`src/rtl/alu_share_arbiter.sv`:
```
// Round-robin arbiter sharing one combinational ALU between two requesters.
// Optional per-requester grant counters: define ALU_SHARE_ARBITER_STAT_EN.
module alu_share_arbiter #(
  parameter int W = 32
`ifdef ALU_SHARE_ARBITER_STAT_EN
  , parameter int CNT_W = 16
`endif
) (
  input  logic         clk,
  input  logic         reset,
  input  logic         req0,
  input  logic [W-1:0] a0,
  input  logic [W-1:0] b0,
  input  logic [2:0]   op0,
  output logic         gnt0,
  output logic         done0,
  input  logic         req1,
  input  logic [W-1:0] a1,
  input  logic [W-1:0] b1,
  input  logic [2:0]   op1,
  output logic         gnt1,
  output logic         done1,
  output logic [W-1:0] result,
  output logic         busy,
  output logic [W-1:0] alu_a,
  output logic [W-1:0] alu_b,
  output logic [2:0]   alu_op,
  input  logic [W-1:0] alu_c
`ifdef ALU_SHARE_ARBITER_STAT_EN
  , output logic [CNT_W-1:0] cnt0
  , output logic [CNT_W-1:0] cnt1
`endif
);

  // state | meaning
  // IDLE  | waiting for a request; winner's operands latched on exit
  // EXEC  | ALU evaluating latched operands; gnt pulse to owner
  // DONE  | result register valid; done pulse to owner
  typedef enum logic [1:0] {
    IDLE = 2'd0,
    EXEC = 2'd1,
    DONE = 2'd2
  } state_t;

  state_t       state_q, state_d;
  logic         owner_q, owner_d;
  logic         last_q, last_d;
  logic [W-1:0] alu_a_q, alu_a_d;
  logic [W-1:0] alu_b_q, alu_b_d;
  logic [2:0]   alu_op_q, alu_op_d;
  logic [W-1:0] result_q, result_d;
  logic         win;

  always_comb begin
    state_d  = state_q;
    owner_d  = owner_q;
    last_d   = last_q;
    alu_a_d  = alu_a_q;
    alu_b_d  = alu_b_q;
    alu_op_d = alu_op_q;
    result_d = result_q;
    // On a tie the requester that did not win last time goes next.
    win      = (req0 && req1) ? ~last_q : req1;
    case (state_q)
      IDLE: begin
        if (req0 || req1) begin
          state_d  = EXEC;
          owner_d  = win;
          last_d   = win;
          alu_a_d  = win ? a1 : a0;
          alu_b_d  = win ? b1 : b0;
          alu_op_d = win ? op1 : op0;
        end
      end
      EXEC: begin
        result_d = alu_c;
        state_d  = DONE;
      end
      DONE:    state_d = IDLE;
      default: state_d = IDLE;
    endcase
  end

  always_ff @(posedge clk) begin
    if (!reset) begin
      state_q  <= IDLE;
      owner_q  <= 1'b0;
      last_q   <= 1'b1;
      alu_a_q  <= '0;
      alu_b_q  <= '0;
      alu_op_q <= '0;
      result_q <= '0;
    end else begin
      state_q  <= state_d;
      owner_q  <= owner_d;
      last_q   <= last_d;
      alu_a_q  <= alu_a_d;
      alu_b_q  <= alu_b_d;
      alu_op_q <= alu_op_d;
      result_q <= result_d;
    end
  end

  assign gnt0   = (state_q == EXEC) && !owner_q;
  assign gnt1   = (state_q == EXEC) &&  owner_q;
  assign done0  = (state_q == DONE) && !owner_q;
  assign done1  = (state_q == DONE) &&  owner_q;
  assign busy   = (state_q != IDLE);
  assign result = result_q;
  assign alu_a  = alu_a_q;
  assign alu_b  = alu_b_q;
  assign alu_op = alu_op_q;

`ifdef ALU_SHARE_ARBITER_STAT_EN
  logic [CNT_W-1:0] cnt0_q, cnt1_q;

  // Saturating grant counters.
  always_ff @(posedge clk) begin
    if (!reset) begin
      cnt0_q <= '0;
      cnt1_q <= '0;
    end else begin
      if (gnt0 && (cnt0_q != '1)) cnt0_q <= cnt0_q + CNT_W'(1);
      if (gnt1 && (cnt1_q != '1)) cnt1_q <= cnt1_q + CNT_W'(1);
    end
  end

  assign cnt0 = cnt0_q;
  assign cnt1 = cnt1_q;
`endif

endmodule

```
`config.mk`:
```
export PLATFORM = sky130hd
export DESIGN_NAME = alu_share_arbiter
export DESIGN_NICKNAME = d
export VERILOG_FILES = /design/src/rtl/alu_share_arbiter.sv
export SDC_FILE = /design/constraint.sdc
export NUM_CORES = 1
export LEC_CHECK = 0
export CAP_MARGIN = 20
export CORE_MARGIN = 10
export CORE_UTILIZATION = 37
export CTS_CLUSTER_DIAMETER = 50
export DETAILED_ROUTE_END_ITERATION = 6
export GPL_TIMING_DRIVEN = 0
export HOLD_SLACK_MARGIN = 0.06
export PLACE_DENSITY = 0.84
export SLEW_MARGIN = 20
export SYNTH_ARGS = -nofsm -noshare
export SYNTH_HDL_FRONTEND = slang
export SYNTH_SLANG_ARGS = --single-unit
```
`constraint.sdc`:
```
create_clock -name clk -period 1.92 [get_ports clk]
set_input_delay 0.288 -clock clk [delete_from_list [all_inputs] [get_ports clk]]
set_output_delay 0.288 -clock clk [all_outputs]
set_load 0.1 [all_outputs]
```
* After elaboration in Yosys (flattened, before gate mapping) *
Index checks and enable logic that the tools add are counted.

cells by class
  equality and inequality tests = 3
  mux-type cells = 6
  bitwise logic cells = 1
  reduce and logical (&&, ||, !) cells = 10

operator list
  operator                                              count
  two-way mux 32 bit                                    2
  logical AND 1 bit                                     5
  case mux 2 bit (2 select lines)                       1
  two-way mux 3 bit                                     1
  equality test 2 x 1 -> 1 bit (second input constant)  1
  equality test 2 bit (second input constant)           1
  logical NOT 2 bit                                     1
  two-way mux 2 bit                                     1
  != test 2 bit (second input constant)                 1
  AND reduction 2 bit                                   1
  nonzero test 2 bit                                    1
  logical NOT 1 bit                                     1
  logical OR 1 bit                                      1
  two-way mux 1 bit                                     1
  NOT 1 bit                                             1

word-level totals
  register bits after elaboration = 103
  word-level logic and storage cells = 27

* Logic depth before layout (Yosys ltp) *
  depth after elaboration = 3
  gate-level depth with buffers = 7
  mapped depth without buffers = 3

* Worst setup path after synthesis *
Ideal clock, no wire load.

  path type = reg2out
  start point = register state_q[1]
  end point = output done0
  data arrival time = 2.560 ns
  required time = 1.632 ns
  setup slack = -0.928 ns
  cell stages (with the launch flop) = 2
  path buffers = 0
  cells stage by stage = dfxtp_1 > nor3b_1

between the ends
  word-level cells in the longest chain between the ends = 2

ends and longest elaborated chain
  element                 RTL line  text
  start, declared         45        state_t state_q, state_d;
  start signal, assigned  94        state_q <= state_d;
  equality test 2 bit     106       assign done0 = (state_q == DONE) && !owner_q;
  logical AND 1 bit       106
  end, declared           16        output logic done0,

No other way between the ends.

* Final worst setup path *
  start point = register alu_b_q[8] (netlist: alu_b[8])
  end point = output alu_b[8]

RTL lines
  element                 RTL line  text
  start, declared         49        logic [W-1:0] alu_b_q, alu_b_d;
  start signal, assigned  98        alu_b_q <= alu_b_d;
  end, declared           26        output logic [W-1:0] alu_b,

No word-level cell between the ends.

==> summary.md <==
| Metric | Value |
|---|---|
| CTS Sinks | between 100 and 150 |
| Post-Route WL | 18250 µm |
| Period Utilization, post-route | between 90% and 100% |
| Detailed placement HPWL | 14180 µm |
| Post-synth top area cell | dfxtp_1 |
| Final #Nets | 998 |
| Clock Latency Late Sink | 0.34 ns |
| Worst clock skew | 0.005977 ns |
| Yosys cell types | 23 |
| Synth Warn # | 0 |
| Top-count cell post-synth | nand2_1 |
| Pin count of the biggest net entering global routing | 15 |
| Filler Cell Count | 1091 |
| Leakage | 3.200 nW |
| Starting Density | about 37% |
| Share of layout cells above drive strength 1 | under 10% |
| Post-route design area | 7577 µm² |
| Antenna Diode Count | 0 |
| Largest fanout on the critical path | 2 |
| Pre-antenna DRT Iters | 5 |
| Fin crit period | roughly 1.9 ns |
| IO buf count | roughly 270 |
| Final Core Density | 63.61% |
| Cells after Synth | 545 |
| VDD IR max | 0.4479 mV |
| Area after DPL | 7388 µm² |
| Async SR Flop Fraction | 0% |
| Num CTS Buffers | 9 |
| Hold_buf cts | 0 |
| Pwr/cell area | 946.8 nW/µm² |
| DRC viols | 0 |
| Critical path endpoint category | primary output |
| CTS tree | done |
| Setup WS pre-CTS | -0.8417 ns |
| Routed WL per cell | 18.64 µm |
| Row cnt | 40 |
| CP top delay family | buffers and inverters |
| Synthesized Nets | 715 |
| Top-area cell type share of the netlist area | roughly 46% |
| CP Class | flop to primary output |
| Most frequent cells after synthesis | nand2_1, dfxtp_1, a21oi_1 |
| Synth Cell Area | 4463 µm² |
| Critical Path Source Type | flop |
| WP data required | around 1.6 ns |
| Synth top area cells | dfxtp_1, nand2_1, a21oi_1, a311oi_2, a311oi_1 |
| Total gr overflow | 0 |
| Final setup viols | 0 |
| Slowest stage delay, CP | approximately 0.91 ns |
| Worst-case clock buffer depth | 2 |
| Iteration-0 DRC Markers | 296 |
| Area delta synth->final | 69.78% |
| Routed vias/inst | 5.100 |
| Status | finished clean |
| Core area | 11910 µm² |
| Initial antenna violation count | 0 |
| Endpoints failing hold | 0 |
| Placer Congestion | 0.9008 |
| WHS | about 0.45 ns |
| CP arrival | 1.58 ns |
| Vias in the first global route | ~5000 |
| Antenna Violating Nets Remaining | 0 |
| Main synth FF type | dfxtp_1 |
| Clk pin slew, worst setup/hold paths | 0.06 ns |
| Type of the most critical hold path | flop to flop |
| FF+latch count, synth | 103 |
| Max-Cap Viols | 0 |
| Crit-path slowest cell | dlygate4sd2_1 |
| Root Driver | clkbuf_16 |
| Worst Tran Pin Value | 1.041 ns |
| H-Tree Depth | 3 |
| Avg Cell Area, Syn | 8.189 µm² |
| Crit path cell chain | dlygate4sd2_1 |
| Number of top-level pins | 274 |
| Die Y-Extent | 129.8 µm |
| Die width | 129.8 µm |
| Post-synthesis sequential area ratio | ~46% |
| Fmax | 0.5340 GHz |
| Relative slew slack | about 31% |
| Total Routing Usage GR | approximately a fifth |
| RSZ-0062 raised after global routing | no |
| Max-slew violation count | 0 |
| Global-route wire length before repair | approximately 27000 µm |
| EDFF count, synth | 0 |
| Area of the die | 16860 µm² |
| Total number of vias | 4993 |
| Setup ws final | 0.04737 ns |
| Worst Path Buf+Inv | 1 |
-- repair_timing --
item                       4_1_cts  5_1_grt
resized for setup              136       18
setup buffers                    0        0
setup endpoints to repair      123       35
-- report_power, final --
group          total, mW  leakage, nW  switching (mW)  internal [mW]
logic               3.05         2.22            2.24          0.809
registers           2.46        0.852           0.110           2.35
clock network       1.66        0.127           0.754          0.909
-- through the flow --
stage          power [mW]  instances  TNS [ns]
4_1_cts             7.205        979         0
2_1_floorplan       4.701        545         0
6_report            7.174        979         0
5_1_grt             7.442        979         0
3_5_place_dp        5.695        965    -20.96
3_3_place_gp        5.676        965    -19.22
-- placed cells by master (no fill, tap or decap), drive strengths merged, types with 2 or more instances in the layout --
master / count
buf: 17
clkbuf: 56
and2: 2
a21bo: 2
a21oi: 101
dlygate4sd2: 97
dfxtp: 103
clkdlybuf4s50: 169
clkdlybuf4s15: 4
nand2: 199
a311oi: 67
nor2: 3
inv: 2
and3: 2
-- cell families (layout without fill, tap and decap cells) --
family	Yosys count	count (layout)	synth area share, %
AO/OA/AOI/OAI	172	172	29.49
buffers and inverters	59	346	5.971
flip-flops	103	103	46.20
AND/OR/NAND/NOR	211	211	18.34
-- flip-flops by register name, summed over array words and instances (netlist names) --
signal / count
owner_q: 1
alu_a: 32
result: 32
alu_op: 3
alu_b: 32
state_q: 2
last_q: 1
-- cell type report --
| type | instances | area [µm²] | share of cell area (%) |
|---|---|---|---|
| Clock inverter | 1 | 5.005 | 0.06605 |
| Inverter | 2 | 7.507 | 0.09908 |
| Clock buffer | 14 | 254.0 | 3.352 |
| Buffer | 56 | 284.0 | 3.748 |
| Tap cell | 147 | 183.9 | 2.427 |
| Multi-Input combinational cell | 383 | 2153 | 28.42 |
| Timing Repair Buffer | 273 | 2626 | 34.66 |
| Sequential cell | 103 | 2063 | 27.23 |
-- layer usage --
metal / global-route usage, % / vias up / share of wire [%]
li1: - / 2474 / -
met4: 7.143 / 0 / 2.1
met1: 22.55 / 2277 / 38
met5: 0 / - / 0
met2: 35.03 / 221 / 50
met3: 7.018 / 21 / 10
-- worst register-to-register path, cell delays in order (launching register included) --
cell and delay (ns):
dfxtp_1 0.42, a21bo_2 0.21, buf_2 0.28, clkbuf_2 0.28, nand2_1 0.10, a311oi_2 0.26
-- path summary, 6_finish.rpt --
check,from,endpoint,slack (ns),cells after the start
setup / recovery,alu_b[8],alu_b[8],0.05,1
setup reg to reg,last_q,alu_a[3],0.26,5
hold / removal,result[2],result[2],0.45,2
hold reg to reg,result[2],result[2],0.45,2
Note: power is estimated with default switching activity, not from simulation.
